**src/rtl/mem_pkg.sv**
```systemverilog
// Shared encodings, FSM state type and lane helpers for the read-modify-write memory front-end.
package mem_pkg;

    localparam logic [1:0] SZ_BYTE = 2'b00;
    localparam logic [1:0] SZ_HALF = 2'b01;
    localparam logic [1:0] SZ_WORD = 2'b10;
    localparam logic [1:0] SZ_RSVD = 2'b11;

    typedef enum logic [2:0] {
        StIdle,
        StRd,
        StMerge,
        StWr,
        StDone
    } state_e;

    function automatic logic is_illegal(input logic [1:0] size, input logic [1:0] off);
        return (size == SZ_RSVD) ||
               ((size == SZ_HALF) && off[0]) ||
               ((size == SZ_WORD) && (off != 2'b00));
    endfunction

    // Replace the addressed lane(s) of old_word with the right-justified store data.
    function automatic logic [31:0] lane_merge(input logic [31:0] old_word,
                                               input logic [31:0] wdata,
                                               input logic [1:0]  size,
                                               input logic [1:0]  off);
        logic [31:0] res;
        res = old_word;
        if (size == SZ_BYTE) begin
            res[{off, 3'b000} +: 8] = wdata[7:0];
        end else if (size == SZ_HALF) begin
            res[{off[1], 4'b0000} +: 16] = wdata[15:0];
        end else begin
            res = wdata;
        end
        return res;
    endfunction

    function automatic logic [31:0] load_extract(input logic [31:0] word,
                                                 input logic [1:0]  size,
                                                 input logic [1:0]  off);
        logic [31:0] sh;
        logic [31:0] res;
        sh = word >> {off, 3'b000};
        if (size == SZ_BYTE) begin
            res = {24'h0, sh[7:0]};
        end else if (size == SZ_HALF) begin
            res = {16'h0, sh[15:0]};
        end else begin
            res = sh;
        end
        return res;
    endfunction

endpackage

```
**src/rtl/mem_rmw_arbiter_if.sv**
```systemverilog
// Requester-side bus: request fields from the master, completion pulse and load data back.
interface mem_rmw_arbiter_if #(
    parameter int unsigned WORD_ADDR_W = 16
) ();

    logic                   req;
    logic                   we;
    logic [1:0]             size;
    logic [WORD_ADDR_W+1:0] addr;
    logic [31:0]            wdata;
    logic                   ack;
    logic                   err;
    logic [31:0]            rdata;

    modport master (
        output req, we, size, addr, wdata,
        input  ack, err, rdata
    );

    modport slave (
        input  req, we, size, addr, wdata,
        output ack, err, rdata
    );

endinterface

```
**src/rtl/rr_arb2.sv**
```systemverilog
// Two-way round-robin arbiter; last_q remembers the last winner so a tie goes to the other side.
module rr_arb2 (
    input  logic       clk,
    input  logic       rst,
    input  logic       en_i,
    input  logic [1:0] req_i,
    output logic       gnt_valid_o,
    output logic       gnt_id_o
);

    logic last_q, last_d;

    always_comb begin
        gnt_valid_o = en_i && (req_i != 2'b00);
        case (req_i)
            2'b01:   gnt_id_o = 1'b0;
            2'b10:   gnt_id_o = 1'b1;
            2'b11:   gnt_id_o = ~last_q;
            default: gnt_id_o = 1'b0;
        endcase
        last_d = gnt_valid_o ? gnt_id_o : last_q;
    end

    // Reset value marks B as last winner so A wins the first tie.
    always_ff @(posedge clk or posedge rst) begin
        if (rst) begin
            last_q <= 1'b1;
        end else begin
            last_q <= last_d;
        end
    end

endmodule

```
**src/rtl/mem_rmw_arbiter.sv**
```systemverilog
// Two-requester front-end to a word-only memory: arbitrates, checks alignment and
// turns byte/halfword stores into read-modify-write sequences.
module mem_rmw_arbiter
    import mem_pkg::*;
#(
    parameter int unsigned WORD_ADDR_W = 16
) (
    input  logic                   clk,
    input  logic                   rst,
    mem_rmw_arbiter_if.slave       a_if,
    mem_rmw_arbiter_if.slave       b_if,
    output logic [WORD_ADDR_W-1:0] mem_addr,
    output logic [1:0]             mem_byte_sel,
    output logic                   mem_we,
    output logic                   mem_re,
    output logic [31:0]            mem_wdata,
    input  logic [31:0]            mem_rdata
);

    state_e                 state_q, state_d;
    logic                   id_q, id_d;
    logic                   we_q, we_d;
    logic [1:0]             size_q, size_d;
    logic [WORD_ADDR_W+1:0] addr_q, addr_d;
    logic [31:0]            wdata_q, wdata_d;
    logic                   mem_we_q, mem_we_d;
    logic                   mem_re_q, mem_re_d;
    logic [31:0]            mem_wdata_q, mem_wdata_d;
    logic                   a_ack_q, a_ack_d, b_ack_q, b_ack_d;
    logic                   a_err_q, a_err_d, b_err_q, b_err_d;
    logic [31:0]            a_rdata_q, a_rdata_d, b_rdata_q, b_rdata_d;

    logic                   gnt_valid, gnt_id;
    logic                   sel_we;
    logic [1:0]             sel_size;
    logic [WORD_ADDR_W+1:0] sel_addr;
    logic [31:0]            sel_wdata;
    logic                   fin, fin_id, fin_err;
    logic [31:0]            fin_rdata;

    rr_arb2 u_arb (
        .clk         (clk),
        .rst         (rst),
        .en_i        (state_q == StIdle),
        .req_i       ({b_if.req, a_if.req}),
        .gnt_valid_o (gnt_valid),
        .gnt_id_o    (gnt_id)
    );

    assign sel_we    = gnt_id ? b_if.we    : a_if.we;
    assign sel_size  = gnt_id ? b_if.size  : a_if.size;
    assign sel_addr  = gnt_id ? b_if.addr  : a_if.addr;
    assign sel_wdata = gnt_id ? b_if.wdata : a_if.wdata;

    always_comb begin
        state_d     = state_q;
        id_d        = id_q;
        we_d        = we_q;
        size_d      = size_q;
        addr_d      = addr_q;
        wdata_d     = wdata_q;
        mem_we_d    = 1'b0;
        mem_re_d    = 1'b0;
        mem_wdata_d = mem_wdata_q;
        fin         = 1'b0;
        fin_id      = id_q;
        fin_err     = 1'b0;
        fin_rdata   = '0;

        unique case (state_q)
            StIdle: begin
                if (gnt_valid) begin
                    id_d    = gnt_id;
                    we_d    = sel_we;
                    size_d  = sel_size;
                    addr_d  = sel_addr;
                    wdata_d = sel_wdata;
                    if (is_illegal(sel_size, sel_addr[1:0])) begin
                        state_d = StDone;
                        fin     = 1'b1;
                        fin_id  = gnt_id;
                        fin_err = 1'b1;
                    end else if (sel_we && (sel_size == SZ_WORD)) begin
                        state_d     = StWr;
                        mem_we_d    = 1'b1;
                        mem_wdata_d = sel_wdata;
                    end else begin
                        state_d  = StRd;
                        mem_re_d = 1'b1;
                    end
                end
            end
            StRd: state_d = StMerge;
            StMerge: begin
                if (we_q) begin
                    state_d     = StWr;
                    mem_we_d    = 1'b1;
                    mem_wdata_d = lane_merge(mem_rdata, wdata_q, size_q, addr_q[1:0]);
                end else begin
                    state_d   = StDone;
                    fin       = 1'b1;
                    fin_rdata = load_extract(mem_rdata, size_q, addr_q[1:0]);
                end
            end
            StWr: begin
                state_d = StDone;
                fin     = 1'b1;
            end
            StDone:  state_d = StIdle;
            default: state_d = StIdle;
        endcase

        // Result registers only move on their own port's completion.
        a_ack_d   = fin && !fin_id;
        b_ack_d   = fin && fin_id;
        a_err_d   = a_ack_d ? fin_err   : a_err_q;
        a_rdata_d = a_ack_d ? fin_rdata : a_rdata_q;
        b_err_d   = b_ack_d ? fin_err   : b_err_q;
        b_rdata_d = b_ack_d ? fin_rdata : b_rdata_q;
    end

    always_ff @(posedge clk or posedge rst) begin
        if (rst) begin
            state_q     <= StIdle;
            id_q        <= 1'b0;
            we_q        <= 1'b0;
            size_q      <= 2'b00;
            addr_q      <= '0;
            wdata_q     <= '0;
            mem_we_q    <= 1'b0;
            mem_re_q    <= 1'b0;
            mem_wdata_q <= '0;
            a_ack_q     <= 1'b0;
            a_err_q     <= 1'b0;
            a_rdata_q   <= '0;
            b_ack_q     <= 1'b0;
            b_err_q     <= 1'b0;
            b_rdata_q   <= '0;
        end else begin
            state_q     <= state_d;
            id_q        <= id_d;
            we_q        <= we_d;
            size_q      <= size_d;
            addr_q      <= addr_d;
            wdata_q     <= wdata_d;
            mem_we_q    <= mem_we_d;
            mem_re_q    <= mem_re_d;
            mem_wdata_q <= mem_wdata_d;
            a_ack_q     <= a_ack_d;
            a_err_q     <= a_err_d;
            a_rdata_q   <= a_rdata_d;
            b_ack_q     <= b_ack_d;
            b_err_q     <= b_err_d;
            b_rdata_q   <= b_rdata_d;
        end
    end

    assign mem_addr     = addr_q[WORD_ADDR_W+1:2];
    assign mem_byte_sel = addr_q[1:0];
    assign mem_we       = mem_we_q;
    assign mem_re       = mem_re_q;
    assign mem_wdata    = mem_wdata_q;
    assign a_if.ack     = a_ack_q;
    assign a_if.err     = a_err_q;
    assign a_if.rdata   = a_rdata_q;
    assign b_if.ack     = b_ack_q;
    assign b_if.err     = b_err_q;
    assign b_if.rdata   = b_rdata_q;

endmodule

```
**src/flat_wrapper.sv**
```systemverilog
// flat-port wrapper written by rule: the top's interface ports become plain ports
module mem_rmw_arbiter_flat import mem_pkg::*;
#(
    parameter int unsigned WORD_ADDR_W = 16
)
  (clk, rst, mem_addr, mem_byte_sel, mem_we, mem_re, mem_wdata, mem_rdata, a_if_req, a_if_we, a_if_size, a_if_addr, a_if_wdata, a_if_ack, a_if_err, a_if_rdata, b_if_req, b_if_we, b_if_size, b_if_addr, b_if_wdata, b_if_ack, b_if_err, b_if_rdata);
  mem_rmw_arbiter_if #(.WORD_ADDR_W(WORD_ADDR_W)) a_if_i ();
  mem_rmw_arbiter_if #(.WORD_ADDR_W(WORD_ADDR_W)) b_if_i ();
  input  logic clk;
  input  logic rst;
  output logic [WORD_ADDR_W-1:0] mem_addr;
  output logic [1:0] mem_byte_sel;
  output logic mem_we;
  output logic mem_re;
  output logic [31:0] mem_wdata;
  input  logic [31:0] mem_rdata;
  input wire logic [$bits(a_if_i.req)-1:0] a_if_req;
  input wire logic [$bits(a_if_i.we)-1:0] a_if_we;
  input wire logic [$bits(a_if_i.size)-1:0] a_if_size;
  input wire logic [$bits(a_if_i.addr)-1:0] a_if_addr;
  input wire logic [$bits(a_if_i.wdata)-1:0] a_if_wdata;
  output wire logic [$bits(a_if_i.ack)-1:0] a_if_ack;
  output wire logic [$bits(a_if_i.err)-1:0] a_if_err;
  output wire logic [$bits(a_if_i.rdata)-1:0] a_if_rdata;
  input wire logic [$bits(b_if_i.req)-1:0] b_if_req;
  input wire logic [$bits(b_if_i.we)-1:0] b_if_we;
  input wire logic [$bits(b_if_i.size)-1:0] b_if_size;
  input wire logic [$bits(b_if_i.addr)-1:0] b_if_addr;
  input wire logic [$bits(b_if_i.wdata)-1:0] b_if_wdata;
  output wire logic [$bits(b_if_i.ack)-1:0] b_if_ack;
  output wire logic [$bits(b_if_i.err)-1:0] b_if_err;
  output wire logic [$bits(b_if_i.rdata)-1:0] b_if_rdata;
  assign a_if_i.req = a_if_req;
  assign a_if_i.we = a_if_we;
  assign a_if_i.size = a_if_size;
  assign a_if_i.addr = a_if_addr;
  assign a_if_i.wdata = a_if_wdata;
  assign a_if_ack = a_if_i.ack;
  assign a_if_err = a_if_i.err;
  assign a_if_rdata = a_if_i.rdata;
  assign b_if_i.req = b_if_req;
  assign b_if_i.we = b_if_we;
  assign b_if_i.size = b_if_size;
  assign b_if_i.addr = b_if_addr;
  assign b_if_i.wdata = b_if_wdata;
  assign b_if_ack = b_if_i.ack;
  assign b_if_err = b_if_i.err;
  assign b_if_rdata = b_if_i.rdata;
  mem_rmw_arbiter #(.WORD_ADDR_W(WORD_ADDR_W)) u_core (.clk(clk), .rst(rst), .a_if(a_if_i), .b_if(b_if_i), .mem_addr(mem_addr), .mem_byte_sel(mem_byte_sel), .mem_we(mem_we), .mem_re(mem_re), .mem_wdata(mem_wdata), .mem_rdata(mem_rdata));
endmodule
```
**config.mk**
```make
export PLATFORM = sky130hd
export DESIGN_NAME = mem_rmw_arbiter_flat
export DESIGN_NICKNAME = d
export VERILOG_FILES = /design/src/rtl/mem_pkg.sv /design/src/rtl/mem_rmw_arbiter_if.sv /design/src/rtl/rr_arb2.sv /design/src/rtl/mem_rmw_arbiter.sv /design/src/flat_wrapper.sv
export SDC_FILE = /design/constraint.sdc
export NUM_CORES = 1
export LEC_CHECK = 0
export BUFFER_PORTS_ARGS = -buffer_cell sky130_fd_sc_hd__buf_4
export CAP_MARGIN = 20
export CORE_MARGIN = 2
export CORE_UTILIZATION = 58
export CTS_BUF_LIST = sky130_fd_sc_hd__clkbuf_4 sky130_fd_sc_hd__clkbuf_8
export CTS_CLUSTER_DIAMETER = 30
export DETAILED_ROUTE_END_ITERATION = 10
export PLACE_DENSITY = 0.88
export SLEW_MARGIN = 20
export SYNTH_ARGS = -nofsm -noshare
export SYNTH_HDL_FRONTEND = slang
export SYNTH_HIERARCHICAL = 1
export SYNTH_SLANG_ARGS = --single-unit
```
**constraint.sdc**
```tcl
create_clock -name clk -period 10.8 [get_ports clk]
set_clock_uncertainty 0.1 [all_clocks]
set_input_delay 2.16 -clock clk [delete_from_list [all_inputs] [get_ports clk]]
set_output_delay 2.16 -clock clk [all_outputs]
set_load 0.05 [all_outputs]
```
# After elaboration in Yosys (flattened, before gate mapping)
# Cells that the tools add are included.
# Widths: inputs -> output; s select.
word_totals:
  ff_bits: 160
  input_bits: 142
  output_inout_bits: 120
  elab_cells: 93
classes:
  add_sub_neg: 2
  n_eq_ne: 13
  shift: 5
  muxes: 40
  bitwise: 1
  n_reduce_logical: 16
ops:
  columns: ["operator", "count"]
  rows:
  - ["$mux 32", 11]
  - ["$bwmux 32", 2]
  - ["$pmux 32 s2", 1]
  - ["$shift 16x7->32 const A", 1]
  - ["$shift 8x7->32 const A", 1]
  - ["$shiftx 16x7->32", 1]
  - ["$shiftx 8x7->32", 1]
  - ["$shr 32x5->32", 1]
  - ["$mux 18", 1]
  - ["$mux 1", 16]
  - ["$neg 5->7", 2]
  - ["$pmux 3 s4", 1]
  - ["$mux 3", 3]
  - ["$eq 2x2->1 const B", 4]
  - ["$eq 3x2->1 const B", 2]
  - ["$logic_and 1x1->1", 6]
  - ["$ne 2x1->1 const B", 3]
  - ["$reduce_bool 2->1", 3]
  - ["$reduce_and 5->1", 1]
  - ["$eq 2x1->1 const B", 2]
  - ["$mux 2", 2]
  - ["$pmux 1 s2", 2]
  - ["$eq 3x1->1 const B", 1]
  - ["$logic_not 3->1", 1]
  - ["other kinds (7)", 8]

# Longest topological paths before layout
# Gate-level depths: netlist (run 1).
depth:
  depth_word: 12
  depth_mapped: 10
  ltp_nobuf: 6

# Hierarchy
# The synthesis (run 1) kept the hierarchy.
by_module_without_submodules:
  columns: ["module", "n_inst", "cells_per_inst", "area_per_inst_um2", "seq_area_each_um2"]
  rows:
  - ["mem_rmw_arbiter", 1, 811, 8702.1, 3978.8]
  - ["rr_arb2", 1, 6, 56.3, 26.3]

# Worst setup path after synthesis (run 1)
# OpenSTA, ideal clock, no wires.
synth_path:
  path_type: "input to register"
  startpoint: "input b_if_req"
  endpoint: "register u_core.mem_wdata_q[12] (netlist: u_core/mem_wdata[12])"
  setup_time_ns: 0.125
  t_arrival_ns: 3.919
  required_ns: 10.575
  setup_slack_ns: 6.656
  cell_stages: 7
  cell_sequence: "a21boi_0 buf_2 buf_2 buf_2 mux2i_1 o32ai_1 mux2_2"
synth_between:
  elab_chain_len: 9
  elab_cells_between_ends: 26
  cone_classes: "8 x eq/ne; 9 x mux; 9 x reduce/logical"
synth_rtl:
  columns: ["element", "line", "text"]
  rows:
  - ["start: declaration", "flat_wrapper.sv:25", "input wire logic [$bits(b_if_i.req)-1:0] b_if_req;"]
  - ["$eq 2x2->1", "rr_arb2.sv:15", "case (req_i)"]
  - ["$pmux 1 s2", "rr_arb2.sv:15", null]
  - ["$mux 2", "mem_rmw_arbiter.sv:51", "assign sel_size = gnt_id ? b_if.size : a_if.size;"]
  - ["$eq 2x1->1", "mem_pkg.sv:19", "((size == SZ_HALF) && off[0]) ||"]
  - ["$logic_and 1x1->1", "mem_pkg.sv:19", null]
  - ["$logic_or 1x1->1", "mem_pkg.sv:18", "return (size == SZ_RSVD) ||"]
  - ["$logic_or 1x1->1", "mem_pkg.sv:19", null]
  - ["$ne 2x2->1 (no line)", null, null]
  - ["$reduce_and 5->1 (no line)", null, null]
  - ["end signal: assignment", "mem_rmw_arbiter.sv:148", "mem_wdata_q <= mem_wdata_d;"]
  - ["end: declaration", "mem_rmw_arbiter.sv:28", "logic [31:0] mem_wdata_q, mem_wdata_d;"]
# Parallel ways exist; a longest one is shown, timed or not. The select of a mux whose other input is x is not followed.
# A chain may end at the register's enable or synchronous reset.

# Worst setup path in the final report (run 1)
layout_path:
  startpoint: "input a_if_req"
  endpoint: "register u_core.mem_wdata_q[8] (netlist: u_core/mem_wdata[8])"
layout_between:
  elab_cells_between_ends: 26
  cone_classes: "8 x eq/ne; 9 x mux; 9 x reduce/logical"
layout_lines:
  columns: ["element", "line", "text"]
  rows:
  - ["start: declaration", "flat_wrapper.sv:17", "input wire logic [$bits(a_if_i.req)-1:0] a_if_req;"]
  - ["$reduce_bool 2->1", "rr_arb2.sv:14", "gnt_valid_o = en_i && (req_i != 2'b00);"]
  - ["$logic_and 1x1->1", "rr_arb2.sv:14", null]
  - ["named net u_core.gnt_valid", "mem_rmw_arbiter.sv:33", "logic gnt_valid, gnt_id;"]
  - ["$ne 2x1->1 (no line)", null, null]
  - ["$reduce_and 5->1 (no line)", null, null]
# The timed path passes the listed nets, and every way through them passes these cells. The select of a mux whose other input is x is not followed.

==> results of run 1 <==
[cell type report]
| class | count | area [sq um] |
|---|---|---|
| Sequential cell | 160 | 4010 |
| Tap cell | 184 | 230 |
| Fill cell | 1012 | 3460 |
| Inverter | 8 | 35.0 |
| Timing Repair Buffer | 271 | 2030 |
| Clock buffer | 22 | 284 |
| Multi-Input combinational cell | 580 | 4440 |
| Clock inverter | 9 | 158 |
[power by group]
part | internal, W | switching [W] | total, W
registers | 0.000832 | 0.000203 | 0.00103
clock network | 0.000271 | 0.000223 | 0.000494
logic | 0.000676 | 0.00127 | 0.00194
total | 0.00178 | 0.00169 | 0.00347
[placed cells by master (no fill, tap or decap), types with 6 or more instances in the layout]
| master | count |
|---|---|
| o32ai_1 | 8 |
| nor3_1 | 7 |
| o32a_1 | 10 |
| clkbuf_8 | 19 |
| inv_1 | 6 |
| a221o_1 | 9 |
| nor2_1 | 80 |
| a311oi_1 | 8 |
| mux2_2 | 117 |
| buf_4 | 271 |
| a21oi_1 | 54 |
| mux2i_1 | 61 |
| a221oi_1 | 15 |
| o211a_1 | 8 |
| nor2b_1 | 18 |
| a22oi_1 | 9 |
| nand2_1 | 40 |
| dfrtp_1 | 158 |
| a211oi_1 | 18 |
| o21ai_0 | 27 |
| nor3b_1 | 9 |
| and2_1 | 17 |
[registers in the layout, indices dropped and copies added (netlist names), 2 cells and up]
| register | count |
|---|---|
| u_core/a_if.rdata | 32 |
| u_core/wdata_q | 32 |
| u_core/size_q | 2 |
| u_core/mem_wdata | 32 |
| u_core/state_q | 3 |
| u_core/addr_q | 18 |
| u_core/b_if.rdata | 32 |
[cell families (layout without fill, tap and decap cells)]
kind of cell	Yosys count	after routing	synth area share (%)
flip-flops	160	160	45.7
adder cells (fa/ha/maj)	5	5	0.714
multiplexers	181	181	22.4
buffers and inverters	77	310	4.01
AND/OR/NAND/NOR	204	204	11.7
AO/OA/AOI/OAI	190	190	15.4
[through the flow]
stage                     util [%]  instance area [sq um]  hold slack, ns  total power, W
after global routing          76.4                  11200           0.414         0.00363
after floorplan                  -                   8760           0.347         0.00240
after CTS                     76.3                  11200           0.392         0.00344
after detailed placement      73.3                  10700           0.369         0.00295
final                         76.4                  11200           0.399         0.00347
after global placement        73.3                  10700           0.362         0.00290
[final timing paths]
path	start	cells past startpoint	end	slack [ns]
worst max-delay path	a_if_req	7	u_core/mem_wdata[8]$_DFFE_PP0P_	5.87
max in group asynchronous	rst	3	u_core/addr_q[1]$_DFFE_PP0P_	7.48
worst min register to register	u_core/wdata_q[16]$_DFFE_PP0P_	2	u_core/wdata_q[16]$_DFFE_PP0P_	0.40
min in group asynchronous	rst	2	u_core/u_arb/last_q$_DFFE_PP1P_	1.62
worst max register to register	u_core/state_q[0]$_DFFE_PP0P_	7	u_core/mem_wdata[8]$_DFFE_PP0P_	6.72
worst min-delay path	u_core/wdata_q[16]$_DFFE_PP0P_	2	u_core/wdata_q[16]$_DFFE_PP0P_	0.40
[critical path, stage by stage]
cell,delay (ns)
buf_4,0.11
o21a_1,0.19
nor4b_2,0.88
buf_4,0.78
a22o_1,0.23
buf_4,0.39
mux2_2,0.39
[per-layer routing]
layer  GRT usage [%]  wire length, microns
met1            42.8                 10300
met2            54.5                 13000
met3            7.97                  2610
met4            12.4                   803
met5               0                     0
==> impl_metrics.ini, run 1 <==
[outcome]
outcome = finished, final reports clean

[worst_setup_path]
cp.required_ns = 11.05
critPathCaptureType = register
crit_fanout = 89
cp-start-kind = input port
path_class = input port to register
crit_arrival_ns = 5.18

[floorplan]
io_pins = 262
dieArea_sq_mm = 0.0161
fp.coreArea_sq_mm = 0.0146
row_count = 44
initial_utilization_pct = 59.8
die_y_microns = 127
die_w_microns = 127

[yosys]
ys_top_cells_by_count = dfrtp_1 (159), mux2_2 (117), nor2_1 (80)
synth-seq-cells = 160
avgSynthCellArea_sq_um = 10.7
synth_edf_count = 0
netlist_instances = 817
yosysWarnings = 6
syn_area_sq_mm = 0.00876
ys_dominant_reg_cell = dfrtp_1
ys_types = 58
synth_async_sr_flop_share_pct = 100
synth_area_leaders = dfrtp_1 (45%), mux2_2 (15%), mux2i_1 (7.0%)
ys_seq_area_share_pct = 45.7
yosys.area.top_type_share_pct = 45.4
syn-num-nets = 964
synth_largest_area_cell = dfrtp_1
yosysMostFrequentCell = dfrtp_1

[timing]
report.final.slew_viol_count = 0
fin_tns_setup_ns = 0
layout_min_cycle_time_ns = 4.93
setup_viol = 0
rsz0062_at_grt = no
max-slew-margin-rel_pct = 27.2
clock.fmax_mhz = 203
tightest_slew_ns = 1.08
final.setup.worst_slack_ns = 5.87
finalCritPeriodShare_pct = 45.6
hold_viol = 0

[placement]
dp.cells = 1203
dp_hpwl_microns = 19100
place_ws_ns = 5.46
place_congestion = 0.887
port-buffer-count = 261

[global_route]
grt_pass1_vias = 7558
antenna_found_initial = 0
grt_usage_pct = 33.1
grt_first_pass_wirelength_microns = 41200
grt_max_degree = 97
overflow = 0

[final_layout]
area_growth_syn_to_layout_pct = 27.7
fin_nets = 1185
final_cells = 1234
insertedDiodeCount = 0
drive_gt1_share_pct = 41.1

[drt]
vias_per_cell = 6.27
drt_iter0_drc = 948
ant_nets = 0
avgRoutedWirePerCell_microns = 21.6
dr_total_vias = 7738
wl_microns = 26700
drc_errors = 0
dr.pass1.iters = 7

[cts]
cts_tree = done
cts_made_buffers = 17
post_cts_buffers = 0
cts_hold_buf = 0
cts-htree-levels = 4
cts_resized = 0
clock_path_buffers = 2
clkLatencyLatePin_ns = 0.46
clockRootBuffer = clkbuf_8
clk_pin_slew_ns = 0.08
cts_sinks = 160

[power]
cellLeakagePower_nw = 5.39
vdd.ir_drop.worst_v = 0.000220
powerDensity_mw_per_mm2 = 310

[flow_run]
drv_cap = 0

[min_path]
hold_path_class = register to register
Power figures use the tool's default switching activity.
==> run 2, diff against run 1 <==
CORE_UTILIZATION = 54   (was 58)
PLACE_DENSITY = 0.83   (was 0.88)
clock period = 5.15 ns   (was 10.8 ns; I/O delays follow)
==> run 2 against run 1 <==
Net effect: sequential power grew 110%; core utilization shrank 5.4 points; die area grew 7.2%; wire length grew 0.55%; clock power grew 110%; power grew 110%; register-to-register slack lost 4.7 ns.
==> impl_metrics.ini, run 2 (same netlist as run 1, synthesis figures left out) <==
[drt]
avgRoutedWirePerCell_microns = 21.1
vias_per_cell = 6.12
drc_errors = 0
drt_iter0_drc = 758
ant_nets = 0
dr_total_vias = 7768
dr.pass1.iters = 6
wl_microns = 26800

[global_route]
grt_first_pass_wirelength_microns = 41800
top_usage_layer = met2
antenna_found_initial = 1
grt_usage_pct = 31.2
overflow = 0
grt_max_degree = 85
grtUsageMet2_pct = 48.2
met3_usage_pct = 7.29
grt_util_met1_pct = 41.7
grt_pass1_vias = 7576

[final_layout]
drive_gt1_share_pct = 41.2
final_common_cell = buf_4
layout.cells.most_common_list = buf_4 (272), dfrtp_1 (158), mux2_2 (117)
insertedDiodeCount = 0
fin_nets = 1188
area_growth_syn_to_layout_pct = 28.7
final_cell_area_sq_mm = 0.0113
final_cells = 1270

[timing]
hold_viol = 0
finalCritPeriodShare_pct = 63.3
layout_min_cycle_time_ns = 3.26
max-slew-margin-rel_pct = 24.3
clock.fmax_mhz = 307
final.setup.worst_slack_ns = 1.89
fin_tns_setup_ns = 0
rsz0062_at_grt = no
report.final.slew_viol_count = 0
tightest_slew_ns = 1.12
setup_viol = 0

[power]
p_int_w = 0.00371
vdd.ir_drop.worst_v = 0.000399
p_comb_share_pct = 55.6
seqPwrFrac_pct = 30.0
p_switching_w = 0.00358
powerDensity_mw_per_mm2 = 646
swShare_pct = 49.1
cellLeakagePower_nw = 5.41
clkPwrFrac_pct = 14.4

[min_path]
hold_start = u_core/b_if.err$_DFFE_PP0P_
min_path_cells = 2
worstHoldEndpoint = u_core/b_if.err$_DFFE_PP0P_
hold_path_class = register to register

[outcome]
outcome = finished, final reports clean

[placement]
place_ws_ns = 1.45
placed_cell_area_sq_mm = 0.0108
port-buffer-count = 261
place_congestion = 0.950
dp.cells = 1237
dp_hpwl_microns = 19300

[worst_setup_path]
cp-start-kind = input port
rrSetupSlack_ns = 2.01
crit_arrival_ns = 3.51
path_class = input port to register
crit_fanout = 33
r2r-end = u_core/mem_wdata[10]$_DFFE_PP0P_
reg2reg_depth = 7
crit-reg2reg-launch = u_core/state_q[0]$_DFFE_PP0P_
cp.required_ns = 5.40
critPathCaptureType = register

[cts]
cts-htree-levels = 4
post_cts_buffers = 0
cts_hold_buf = 0
cts_resized = 0
cts_tree = done
clkLatencyLatePin_ns = 0.46
clock_path_buffers = 2
cts_sinks = 160
clk_pin_slew_ns = 0.09
clockRootBuffer = clkbuf_8
cts_made_buffers = 17

[floorplan]
row_count = 46
die_y_microns = 131
io_pins = 262
fp.coreArea_sq_mm = 0.0159
dieArea_sq_mm = 0.0173
initial_utilization_pct = 55.1
die_w_microns = 131

[flow_run]
drv_cap = 0
-- run 2: routing by layer --
metal / up-vias / wire, microns
met2: 469 / 12500
met1: 3758 / 10700
met4: 0 / 1080
met5: - / 0
li1: 3475 / -
met3: 66 / 2560
-- run 2: power by group through the flow --
stage | clock (W) | combinational (W) | sequential [W]
2_1_floorplan | 0 | 0.00186 | 0.00316
3_3_place_gp | 0 | 0.00393 | 0.00217
3_5_place_dp | 0 | 0.00401 | 0.00218
4_1_cts | 0.00108 | 0.00402 | 0.00217
5_1_grt | 0.00113 | 0.00428 | 0.00223
6_report | 0.00105 | 0.00405 | 0.00218
-- run 2: how the worst max path moves through the flow --
stage | startpoint | to | slack [ns] | cells after the start
3_3_place_gp | a_if_req | u_core/mem_wdata[3]$_DFFE_PP0P_ | 1.55 | 7
5_1_grt | a_if_req | u_core/mem_wdata[3]$_DFFE_PP0P_ | 1.76 | 7
6_report | a_if_req | u_core/mem_wdata[10]$_DFFE_PP0P_ | 1.89 | 7
3_5_place_dp | a_if_req | u_core/mem_wdata[12]$_DFFE_PP0P_ | 1.45 | 7
2_1_floorplan | u_core/addr_q[0]$_DFFE_PP0P_ | u_core/mem_wdata[0]$_DFFE_PP0P_ | 1.97 | 8
4_1_cts | a_if_req | u_core/mem_wdata[11]$_DFFE_PP0P_ | 1.95 | 7
-- run 2: cell type report --
type                            count  area (sq um)
Multi-Input combinational cell    580          4430
Inverter                            8          33.8
Timing Repair Buffer              274          2080
Tap cell                          216           270
Clock buffer                       17           234
Clock inverter                     15           218
Sequential cell                   160          4010
Fill cell                        1232          4620
-- run 2: per-stage QoR --
stage | power (W) | hold slack [ns] | util [%]
finish | 0.00728 | 0.391 | 70.9
global route | 0.00764 | 0.415 | 70.9
CTS | 0.00726 | 0.387 | 70.8
detailed placement | 0.00619 | 0.366 | 68.0
global placement | 0.00610 | 0.361 | 68.0
floorplan | 0.00502 | 0.347 | -
-- run 2: worst max-delay path, stage by stage --
cell	delay [ns]
buf_4	0.13
a21boi_4	0.66
nor4b_1	0.40
a2bb2oi_1	0.27
a22o_1	0.17
buf_4	0.43
mux2_2	0.39
